<file path="src/rtl/mole_game_core.sv">
// Whack-a-mole engine: LFSR hole pick, level-scaled show/gap windows,
// hit/miss scoring of debounced key presses, and win/loss end states.
module mole_game_core #(
  parameter int N_HOLES        = 4,
  parameter int HOLE_BITS      = 2,
  parameter int LEVELS         = 4,
  parameter int HITS_PER_LEVEL = 5,
  parameter int MAX_MISSES     = 3,
  parameter int BASE_LOG2      = 27,
  parameter int SCORE_W        = 8
) (
  input  logic               iCLK,
  input  logic               iRST_N,
  input  logic               iSTART,
  input  logic [N_HOLES-1:0] iKEY_N,
  output logic [N_HOLES-1:0] oMOLE,
  output logic [SCORE_W-1:0] oHITS,
  output logic [3:0]         oMISSES,
  output logic [2:0]         oLEVEL,
  output logic [2:0]         oSTATE,
  output logic               oHIT_P,
  output logic               oMISS_P
);
  localparam int                 TW          = BASE_LOG2 + 1;
  localparam logic [TW-1:0]      T_ONE       = TW'(1);
  localparam logic [5:0]         BASE_SH     = 6'(BASE_LOG2);
  localparam logic [SCORE_W-1:0] WIN_HITS    = SCORE_W'(LEVELS * HITS_PER_LEVEL);
  localparam logic [3:0]         LOSS_MISSES = 4'(MAX_MISSES);
  localparam logic [15:0]        LFSR_SEED   = 16'hACE1;
  localparam logic [N_HOLES-1:0] HOLE_ONE    = N_HOLES'(1);

  typedef enum logic [2:0] {
    S_IDLE = 3'd0,
    S_SHOW = 3'd1,
    S_GAP  = 3'd2,
    S_LOST = 3'd3,
    S_WON  = 3'd4
  } state_e;

  function automatic logic [TW-1:0] window_len(input logic [2:0] lvl);
    return T_ONE << (BASE_SH - {3'b000, lvl});
  endfunction

  state_e             state_q, state_d;
  logic [N_HOLES-1:0] mole_q, mole_d;
  logic [SCORE_W-1:0] hits_q, hits_d;
  logic [3:0]         misses_q, misses_d;
  logic [2:0]         level_q, level_d;
  logic [TW-1:0]      timer_q, timer_d;
  logic               hit_p_q, hit_p_d;
  logic               miss_p_q, miss_p_d;
  logic [15:0]        lfsr_q, lfsr_d;
  logic [N_HOLES-1:0] key_q;

  logic [HOLE_BITS-1:0] raw_s, idx_s;
  logic [N_HOLES-1:0]   pick_s, press_s;
  logic                 any_press_s, expire_s;
  logic [SCORE_W-1:0]   hit_cnt_s, lvl_target_s;
  logic [3:0]           miss_cnt_s;

  assign lfsr_d       = {lfsr_q[14:0], lfsr_q[15] ^ lfsr_q[13] ^ lfsr_q[12] ^ lfsr_q[10]};
  assign pick_s       = HOLE_ONE << idx_s;
  assign press_s      = key_q & ~iKEY_N;
  assign any_press_s  = |press_s;
  assign expire_s     = (timer_q == T_ONE);
  assign hit_cnt_s    = hits_q + SCORE_W'(1);
  assign miss_cnt_s   = misses_q + 4'd1;
  assign lvl_target_s = SCORE_W'((32'(level_q) + 32'd1) * 32'(HITS_PER_LEVEL));

  // Fold the raw LFSR bits into a valid hole index
  always_comb begin
    raw_s = lfsr_q[HOLE_BITS-1:0];
    if (32'(raw_s) < N_HOLES) begin
      idx_s = raw_s;
    end else begin
      idx_s = raw_s - HOLE_BITS'(N_HOLES);
    end
  end

  // Game state register, LFSR and key history
  always_ff @(posedge iCLK) begin
    if (!iRST_N) begin
      state_q  <= S_IDLE;
      mole_q   <= '0;
      hits_q   <= '0;
      misses_q <= 4'd0;
      level_q  <= 3'd0;
      timer_q  <= '0;
      hit_p_q  <= 1'b0;
      miss_p_q <= 1'b0;
      lfsr_q   <= LFSR_SEED;
      key_q    <= '1;
    end else begin
      state_q  <= state_d;
      mole_q   <= mole_d;
      hits_q   <= hits_d;
      misses_q <= misses_d;
      level_q  <= level_d;
      timer_q  <= timer_d;
      hit_p_q  <= hit_p_d;
      miss_p_q <= miss_p_d;
      lfsr_q   <= lfsr_d;
      key_q    <= iKEY_N;
    end
  end

  // Next-state logic: start beats presses, presses beat window expiry
  always_comb begin
    state_d  = state_q;
    mole_d   = mole_q;
    hits_d   = hits_q;
    misses_d = misses_q;
    level_d  = level_q;
    timer_d  = timer_q;
    hit_p_d  = 1'b0;
    miss_p_d = 1'b0;
    if (iSTART) begin
      hits_d   = '0;
      misses_d = 4'd0;
      level_d  = 3'd0;
      mole_d   = pick_s;
      state_d  = S_SHOW;
      timer_d  = window_len(3'd0);
    end else begin
      case (state_q)
        S_SHOW: begin
          if (any_press_s && (press_s == mole_q)) begin
            hits_d  = hit_cnt_s;
            hit_p_d = 1'b1;
            mole_d  = '0;
            if (hit_cnt_s == WIN_HITS) begin
              state_d = S_WON;
            end else begin
              if (hit_cnt_s == lvl_target_s) begin
                level_d = level_q + 3'd1;
              end else begin
                level_d = level_q;
              end
              state_d = S_GAP;
              timer_d = window_len(level_d);
            end
          end else if (any_press_s || expire_s) begin
            misses_d = miss_cnt_s;
            miss_p_d = 1'b1;
            mole_d   = '0;
            if (miss_cnt_s == LOSS_MISSES) begin
              state_d = S_LOST;
            end else begin
              state_d = S_GAP;
              timer_d = window_len(level_q);
            end
          end else begin
            timer_d = timer_q - T_ONE;
          end
        end
        S_GAP: begin
          if (any_press_s) begin
            misses_d = miss_cnt_s;
            miss_p_d = 1'b1;
          end else begin
            misses_d = misses_q;
          end
          if (any_press_s && (miss_cnt_s == LOSS_MISSES)) begin
            state_d = S_LOST;
            mole_d  = '0;
          end else if (expire_s) begin
            state_d = S_SHOW;
            mole_d  = pick_s;
            timer_d = window_len(level_q);
          end else begin
            timer_d = timer_q - T_ONE;
          end
        end
        default: begin
          state_d = state_q;
        end
      endcase
    end
  end

  assign oMOLE   = mole_q;
  assign oHITS   = hits_q;
  assign oMISSES = misses_q;
  assign oLEVEL  = level_q;
  assign oSTATE  = state_q;
  assign oHIT_P  = hit_p_q;
  assign oMISS_P = miss_p_q;
endmodule

</file>
<file path="config.mk">
export PLATFORM = sky130hd
export DESIGN_NAME = mole_game_core
export DESIGN_NICKNAME = d
export VERILOG_FILES = /design/src/rtl/mole_game_core.sv
export SDC_FILE = /design/constraint.sdc
export NUM_CORES = 1
export LEC_CHECK = 0
export CORE_ASPECT_RATIO = 1.5
export CORE_MARGIN = 2
export CORE_UTILIZATION = 30
export DETAILED_ROUTE_END_ITERATION = 12
export PLACE_DENSITY = 0.5
export SYNTH_ARGS = -nofsm -noshare
export SYNTH_HDL_FRONTEND = slang
export SYNTH_SLANG_ARGS = --single-unit
</file>
<file path="constraint.sdc">
create_clock -name iCLK -period 3.65 [get_ports iCLK]
set_input_delay 0.73 -clock iCLK [delete_from_list [all_inputs] [get_ports iCLK]]
set_output_delay 0.73 -clock iCLK [all_outputs]
set_load 0.02 [all_outputs]
</file>
### Word level (Yosys, flattened, before mapping)

Index checks and enable logic that the tools add are counted.

| cells by class | value |
|---|---|
| add/sub/neg operators | 7 |
| multiply operators | 1 |
| divide/modulo/power cells | 0 |
| $lt $le $gt $ge | 0 |
| equal/unequal tests | 20 |
| shift operators | 3 |
| muxes and demuxes | 36 |
| bitwise logic cells | 8 |
| reductions and logical operators | 15 |

Operators with widths:

| cell | count |
|---|---|
| 28-bit two-way mux | 7 |
| 28-bit case mux with 2 select lines | 1 |
| 1-bit by 6-bit << shifter with 28-bit output, first input constant | 2 |
| 4-bit two-way mux | 8 |
| 3-bit two-way mux | 10 |
| 28-bit by 1-bit equality test with 1-bit output, second input constant | 1 |
| 28-bit by 1-bit subtractor with 28-bit output, second input constant | 1 |
| 4-bit inequality test, second input constant | 4 |
| 4-bit case mux with 2 select lines | 2 |
| 3-bit inequality test, second input constant | 4 |
| 4-bit AND reduction | 3 |
| 5-bit by 3-bit subtractor with 6-bit output, first input constant | 2 |
| 3-bit AND reduction | 3 |
| 8-bit by 1-bit adder with 8-bit output, second input constant | 1 |
| 8-bit by 5-bit equality test with 1-bit output, second input constant | 1 |
| 8-bit by 7-bit equality test with 1-bit output | 1 |
| 2-bit inequality test, second input constant | 4 |
| 4-bit by 3-bit multiplier with 7-bit output, second input constant | 1 |
| 1-bit two-way mux | 6 |
| 3-bit case mux with 2 select lines | 1 |
| 5-bit inequality test, second input constant | 1 |
| 3-bit by 1-bit adder with 4-bit output, second input constant | 1 |
| 4-bit by 1-bit adder with 4-bit output, second input constant | 1 |
| 4-bit AND | 1 |
| other kinds (18) | 23 |

| storage, ports and cells | value |
|---|---|
| flip-flop bits (word level) | 72 |
| bits in latches | 0 |
| memory bits (writable) | 0 |
| memory bits (read-only) | 0 |
| input bits | 7 |
| output and inout bits | 24 |
| word-level logic and storage cells | 102 |
| memories kept | 0 |

### Logic depth before layout (Yosys ltp)

Gate-level depths: netlist (run 1).

| logic depth | value |
|---|---|
| depth in word-level cells | 14 |
| depth in mapped cells | 16 |
| depth with buffers taken out | 14 |

### Worst setup path before layout (run 1)

No wires, ideal clock.

| timing | value |
|---|---|
| kind | register to register |
| start point | reg level_q[0], in the netlist oLEVEL[0] |
| end point | reg level_q[1], in the netlist oLEVEL[1] |
| library setup time | 0.128 ns |
| arrival time | 3.955 ns |
| path slack | -0.433 ns |
| stages on the path, launching flop included | 17 |
| cells stage by stage | dfxtp_1 -> clkinv_1 -> ha_1 -> clkbuf_1 -> xor2_1 -> ha_1 -> inv_1 -> fa_1 -> xnor2_1 -> or3_1 -> a21boi_0 -> o2bb2ai_1 -> nand2_2 -> or3_1 -> clkbuf_1 -> mux2i_1 -> nor2_1 |

| on the way | value |
|---|---|
| word-level cells in the longest chain between the ends | 8 |

RTL lines:

| item | RTL line | source |
|---|---|---|
| start: declaration | 48 | `logic [2:0] level_q, level_d;` |
| start signal: assignment | 98 | `level_q <= level_d;` |
| 3-bit by 1-bit adder with 4-bit output | 68 | `assign lvl_target_s = SCORE_W'((32'(level_q) + 32'd1) * 32'(HITS_PER_LEVEL));` |
| 4-bit by 3-bit multiplier with 7-bit output | 68 |  |
| 8-bit by 7-bit equality test with 1-bit output | 134 | `if (hit_cnt_s == lvl_target_s) begin` |
| 3-bit two-way mux * | 134 |  |
| 3-bit two-way mux * | 131 | `if (hit_cnt_s == WIN_HITS) begin` |
| 3-bit two-way mux * | 127 | `if (any_press_s && (press_s == mole_q)) begin` |
| 3-bit two-way mux * | 125 | `case (state_q)` |
| 3-bit two-way mux * | 117 | `if (iSTART) begin` |

Every way passes the cells marked *; elsewhere a longest branch is shown, timed or not. The select of a mux whose other input is x is not followed.
A chain may end at the register's enable or synchronous reset.

### Worst setup path after layout (run 1)

| timing | value |
|---|---|
| start point | reg level_q[1], in the netlist oLEVEL[1] |
| end point | reg timer_q[22] |

| on the way | value |
|---|---|
| word-level cells in the longest chain between the ends | 13 |

RTL lines:

| item | RTL line | source |
|---|---|---|
| 3-bit by 1-bit adder with 4-bit output | 68 |  |
| 4-bit by 3-bit multiplier with 7-bit output | 68 |  |
| 8-bit by 7-bit equality test with 1-bit output | 134 |  |
| 3-bit two-way mux | 134 |  |
| 3-bit two-way mux | 131 |  |
| 3-bit two-way mux | 127 |  |
| 3-bit two-way mux | 125 |  |
| 3-bit two-way mux | 117 |  |
| 5-bit by 3-bit subtractor with 6-bit output | 41 | `return T_ONE << (BASE_SH - {3'b000, lvl});` |
| 1-bit by 6-bit << shifter with 28-bit output | 41 |  |
| 28-bit two-way mux | 131 |  |
| 28-bit two-way mux | 127 |  |
| 28-bit case mux with 2 select lines * | 125 |  |
| end signal: assignment | 99 | `timer_q <= timer_d;` |
| end: declaration | 49 | `logic [TW-1:0] timer_q, timer_d;` |

Marked as above.

==> reports/qor.yml, run 1 <==
synthesis:
  ys_ff_latch: 72
  syn_nets: 505
  seq_area_frac_synth_pct: 35.3
  syn_inst: 483
  synth_edf_count: 0
  syn_area_sq_mm: 0.00409
  yosys.cell_types.count: 64
  synth.avg_cell_area_sq_um: 8.46
  yosys_most_used_dff: "dfxtp_1"
  async_flop_share_pct: 0
  ys.warnings.count: 0
timing:
  final_hold_viol_count: 0
  relSlewSlack_pct: 43.5
  rsz0062_at_grt: "false"
  fin_crit_sh_pct: 93.5
  tightest_slew_ns: 0.847
  fin_tns_setup_ns: 0
  slew_violations: 0
  finalSetupViolations: 0
  finalCriticalPeriod_ns: 3.41
  fin_hold_ws_ns: 0.409
  fin_worst_skew_ns: 0.00834
  max_freq_ghz: 0.293
clock_tree:
  cts_tree: "done"
  cts.clk_slew.worst_paths_ns: 0.07
  htreeDepth: 3
  cts.sinks: 72
  cts_buffers: 9
  ctsHoldBuffers: 0
  clockRootBuffer: "clkbuf_16"
  clock_latency_ns: 0.34
  clockBufferDepth: 2
drt:
  viasPerCell: 5.09
  drcViolationCount: 0
  final_antenna_net_count: 0
  drt-total-wl_microns: 10200
  wl_per_cell_microns: 14.8
  first_pass_iters: 4
  vias: 3507
  drt-initial-drc-count: 183
floorplan:
  die-area_sq_mm: 0.0146
  start_util_pct: 30.5
  core_sq_mm: 0.0134
  ios: 31
  die_h_microns: 147
  fp-row-count: 52
  die_w_microns: 99.3
power:
  static-leakage-power_nw: 1.90
  pwr_density_cell_mw_per_mm2: 446
  ir_worst_vdd_mv: 0.260
  p_total_mw: 2.25
global_routing:
  grt_use_total_pct: 14.6
  grt_pass1_vias: 3424
  grt_pass1_wl_microns: 17100
  grt-ovfl-total: 0
  antenna_found_initial: 0
  grt_max_degree: 41
critical_path:
  crit_type: "reg -> reg"
  critical_path_arrival_ns: 3.66
  path_cells: "clkinvlp_4 -> ha_4 -> xor2_2 -> ha_2 -> inv_1 -> fa_1 -> xnor2_1 -> or3_1 -> a21boi_2 -> o2bb2ai_2 -> nand2_2 -> buf_4 -> o41ai_2 -> a31oi_1 -> o32ai_1"
  required_ns: 3.90
  crit_path_end_kind: "flip-flop"
  cpMaxStageDelayCell: "dfxtp_4"
  start_kind: "flip-flop"
  crit_path_max_fanout: 9
  cpPeakStageDelay_ns: 0.41
finish:
  stdcell_count: 689
  area_growth_pct: 23.2
  diodes: 0
  drive_gt1_share_pct: 12.9
  fin_nets: 544
  utilization_pct: 37.6
hold_path:
  worstHoldPathType: "reg -> reg"
placed_design:
  port_buffers: 30
  gp_congestion: 0.892
  dp_cells: 672
  place_hpwl_microns: 7400
flow_run:
  cap_violations: 0
status:
  run_status: "complete, no violations"
==> layer usage <==
layer | GRT usage, % | up-vias | part of all wire, %
met5 | 0 | - | 0
met2 | 24.7 | 67 | 51
met4 | 8.42 | 0 | 3.2
met3 | 3.24 | 22 | 3.0
met1 | 16.8 | 1642 | 43
li1 | - | 1776 | -
==> path summary, 6_finish.rpt <==
kind	from	end	slack, ns	cells after the start
max	oLEVEL[1]	timer_q[22]	0.24	15
min	lfsr_q[5]	lfsr_q[6]	0.41	1
min reg2reg	lfsr_q[5]	lfsr_q[6]	0.41	1
max reg2reg	oLEVEL[1]	timer_q[22]	0.24	15
==> critical path, delay by kind of cell (launching register included) <==
family | cells | cell delay [ns]
AO/OA/AOI/OAI | 5 | 0.85
XOR/XNOR | 2 | 0.29
adder cells (fa/ha/maj) | 3 | 0.88
buffers and inverters | 3 | 0.39
flip-flops | 1 | 0.41
AND/OR/NAND/NOR | 2 | 0.48
==> sequential cells by signal (all words and copies together) (netlist names) <==
| name | flops |
|---|---|
| timer_q | 28 |
| lfsr_q | 16 |
| oHITS | 8 |
| key_q | 4 |
| oMISSES | 4 |
| oMOLE | 4 |
| oLEVEL | 3 |
| oSTATE | 3 |
| oHIT_P | 1 |
| oMISS_P | 1 |
==> where the power goes <==
part	switching [mW]	internal, mW
registers	0.0344	0.823
clock network	0.383	0.544
logic	0.268	0.195
total	0.686	1.56
==> Yosys cell counts (all sizes together) (3+ instances only) <==
| library cell | instances | area (sq um) |
|---|---|---|
| a21oi | 13 | 65.1 |
| a31oi | 6 | 37.5 |
| and2 | 11 | 68.8 |
| buf | 10 | 53.8 |
| clkbuf | 12 | 45.0 |
| dfxtp | 72 | 1440 |
| ha | 14 | 175 |
| inv | 12 | 45.0 |
| mux2i | 9 | 90.1 |
| nand2 | 45 | 184 |
| nand2b | 17 | 106 |
| nand3 | 23 | 115 |
| nand4 | 21 | 131 |
| nor2 | 58 | 223 |
| nor2b | 6 | 37.5 |
| nor3 | 17 | 95.1 |
| nor4 | 6 | 82.6 |
| o21ai | 14 | 70.1 |
| o221ai | 3 | 26.3 |
| o22ai | 3 | 18.8 |
| o31ai | 5 | 51.3 |
| o32ai | 3 | 26.3 |
| o41ai | 3 | 26.3 |
| or3 | 9 | 56.3 |
| or3b | 3 | 26.3 |
| xnor2 | 20 | 175 |
| xor2 | 31 | 272 |
==> what timing repair did <==
action | CTS | global route
gates resized for setup | 0 | 13
setup endpoints to repair | 0 | 8
setup buffers | 0 | 1
==> logic make-up (layout without fill, tap and decap cells) <==
family	count (synthesis)	count (layout)	share of synthesized area [%]
AND/OR/NAND/NOR	231	231	30.6
AO/OA/AOI/OAI	68	68	11.7
buffers and inverters	35	79	3.61
XOR/XNOR	52	52	11.5
adder cells (fa/ha/maj)	15	15	4.78
multiplexers	10	10	2.48
flip-flops	72	72	35.3
==> final cells by class <==
| cell class | instances | area, sq um |
|---|---|---|
| Timing Repair Buffer | 50 | 463 |
| Fill cell | 1384 | 8370 |
| Clock buffer | 9 | 225 |
| Multi-Input combinational cell | 376 | 2560 |
| Inverter | 13 | 53.8 |
| Sequential cell | 72 | 1450 |
| Tap cell | 162 | 203 |
| Clock inverter | 7 | 85.1 |
==> placed cells by master (no fill, tap or decap), types with 8 or more instances in the layout <==
cell	count
clkbuf_16	9
nand4_1	21
nand2_1	41
xnor2_1	20
mux2i_1	8
buf_4	19
xor2_1	30
a21oi_1	12
clkdlybuf4s50_1	30
or3_1	8
ha_1	12
nor2_1	56
nand2b_1	17
nor3_1	15
dfxtp_1	70
and2_1	11
nand3_1	23
inv_1	11
==> stage by stage <==
step | setup slack, ns | cell area (sq um)
finish | 0.238 | 5040
CTS | 0.117 | 4970
detailed placement | 0.152 | 4660
global route | 0.0484 | 5040
global placement | 0.275 | 4660
floorplan | 0.00280 | 4100
Note: power is estimated with default switching activity, not from simulation.
==> run 2, diff against run 1 <==
--- a/config.mk
+++ b/config.mk
@@ -5,6 +5,7 @@
 export SDC_FILE = /design/constraint.sdc
 export NUM_CORES = 1
 export LEC_CHECK = 0
+export CAP_MARGIN = 20
 export CORE_ASPECT_RATIO = 1.5
 export CORE_MARGIN = 2
 export CORE_UTILIZATION = 30
==> results of run 2 <==
The final DEF is identical to that of run 1; final timing and power are the same.
==> run 3, diff against run 2 <==
--- a/config.mk
+++ b/config.mk
@@ -11,6 +11,7 @@
 export CORE_UTILIZATION = 30
 export DETAILED_ROUTE_END_ITERATION = 12
 export PLACE_DENSITY = 0.5
+export RECOVER_POWER = 50
 export SYNTH_ARGS = -nofsm -noshare
 export SYNTH_HDL_FRONTEND = slang
 export SYNTH_SLANG_ARGS = --single-unit
==> constraint.sdc (replaced) <==
create_clock -name iCLK -period 2.8 [get_ports iCLK]
set_input_delay 0.56 -clock iCLK [delete_from_list [all_inputs] [get_ports iCLK]]
set_output_delay 0.56 -clock iCLK [all_outputs]
set_load 0.1 [all_outputs]
==> reports/qor.yml, run 3 (synthesized netlist as in run 1, its figures left out) <==
power:
  static-leakage-power_nw: 2.07
  pwr_density_cell_mw_per_mm2: 589
  ir_worst_vdd_mv: 0.320
drt:
  final_antenna_net_count: 0
  drt-total-wl_microns: 10700
  viasPerCell: 5.10
  drcViolationCount: 0
  drt-initial-drc-count: 104
  first_pass_iters: 4
  vias: 3686
  wl_per_cell_microns: 14.8
critical_path:
  start_kind: "flip-flop"
  crit_path_end_kind: "flip-flop"
  crit_type: "reg -> reg"
  critical_path_arrival_ns: 3.28
  crit_path_max_fanout: 4
  required_ns: 3.03
finish:
  diodes: 0
  drive_gt1_share_pct: 21.6
  top_register: "timer_q"
  largest_reg_flops: 28
  layout_common_cells: "66 x dfxtp_1, 56 x nor2_1, 52 x buf_4"
  utilization_pct: 39.3
  layout_commonest_cell: "dfxtp_1"
  fin_nets: 578
  area_growth_pct: 29.0
floorplan:
  core_sq_mm: 0.0134
  ios: 31
  fp-row-count: 52
  die-area_sq_mm: 0.0146
  start_util_pct: 30.5
  die_h_microns: 147
  die_w_microns: 99.3
placed_design:
  place_hpwl_microns: 8040
  port_buffers: 30
  gp_congestion: 0.869
  pre_cts_slack_ns: -0.323
clock_tree:
  cts.sinks: 72
  cts_tree: "done"
  clock_latency_ns: 0.34
  htreeDepth: 3
  clockBufferDepth: 2
  cts.clk_slew.worst_paths_ns: 0.06
  clockRootBuffer: "clkbuf_16"
  ctsHoldBuffers: 0
  cts_buffers: 9
timing:
  slew_violations: 0
  rsz0062_at_grt: "true"
  final_hold_viol_count: 0
  finalSetupViolations: 11
  setup_ws_ns: -0.256
  tightest_slew_ns: 1.19
  finalCriticalPeriod_ns: 3.06
  fin_crit_sh_pct: 109
  max_freq_ghz: 0.327
  relSlewSlack_pct: 20.8
  fin_worst_skew_ns: 0.00517
global_routing:
  grt_use_total_pct: 15.3
  grt_max_degree: 26
  antenna_found_initial: 0
  grt-ovfl-total: 0
  grt_pass1_vias: 3694
  grt_pass1_wl_microns: 17900
status:
  run_status: "finished, violations left"
  violations: "negative setup slack"
hold_path:
  worstHoldPathType: "reg -> reg"
flow_run:
  cap_violations: 0
## run 3: layer usage
metal	track usage [%]	vias up	wire (microns)
li1	-	1841	-
met1	16.7	1750	4200
met2	27.6	70	5710
met3	1.95	25	317
met4	9.38	0	441
met5	0	-	0
## run 3: critical path, cell delays in order, from the launching register on
cell and delay (ns):
dfxtp_4 0.36, clkinv_4 0.07, ha_4 0.28, xor2_2 0.14
ha_2 0.20, inv_2 0.04, fa_2 0.33, xnor2_1 0.15
or3_4 0.39, a21boi_2 0.16, o2bb2ai_2 0.13, nand2_2 0.11
or3_4 0.38, mux2i_1 0.16, nor2_1 0.05
## run 3: worst paths after layout
| kind | start | to | slack (ns) | depth (start not counted) |
|---|---|---|---|---|
| max reg2reg | oLEVEL[0] | oLEVEL[1] | -0.26 | 14 |
| min reg2reg | lfsr_q[6] | lfsr_q[7] | 0.41 | 1 |
| min | lfsr_q[6] | lfsr_q[7] | 0.41 | 1 |
| max | oLEVEL[0] | oLEVEL[1] | -0.26 | 14 |
## run 3: final cells by class
| cell class | count | area [sq um] |
|---|---|---|
| inverter | 13 | 56.3 |
| timing repair buffer | 84 | 604 |
| sequential | 72 | 1460 |
| tap | 162 | 203 |
| clock inverter | 7 | 109 |
| clock buffer | 9 | 225 |
| fill | 1398 | 8130 |
| multi-input combinational | 376 | 2620 |
## run 3: stage by stage
stage	setup TNS [ns]	instances	power, mW	instance area [sq um]	hold slack (ns)
after global routing	-3.99	723	3.27	5270	0.447
final	-2.29	723	3.10	5270	0.413
after detailed placement	-7.46	706	1.84	4900	0.401
after global placement	-6.46	706	1.83	4900	0.395
after floorplan	-7.13	483	1.64	4140	0.386
after CTS	-2.55	722	3.15	5270	0.419
## run 3: power breakdown
group          total, mW  switching (mW)  internal [mW]  leakage (nW)
Combinational      0.694           0.414          0.280          1.31
Clock               1.29           0.493          0.800         0.164
Sequential          1.12          0.0451           1.07         0.592
## run 3: repair_timing
item,CTS,global route
setup buffers,0,1
pin swaps,7,5
gates resized for setup,8,15
setup endpoints to repair,11,21
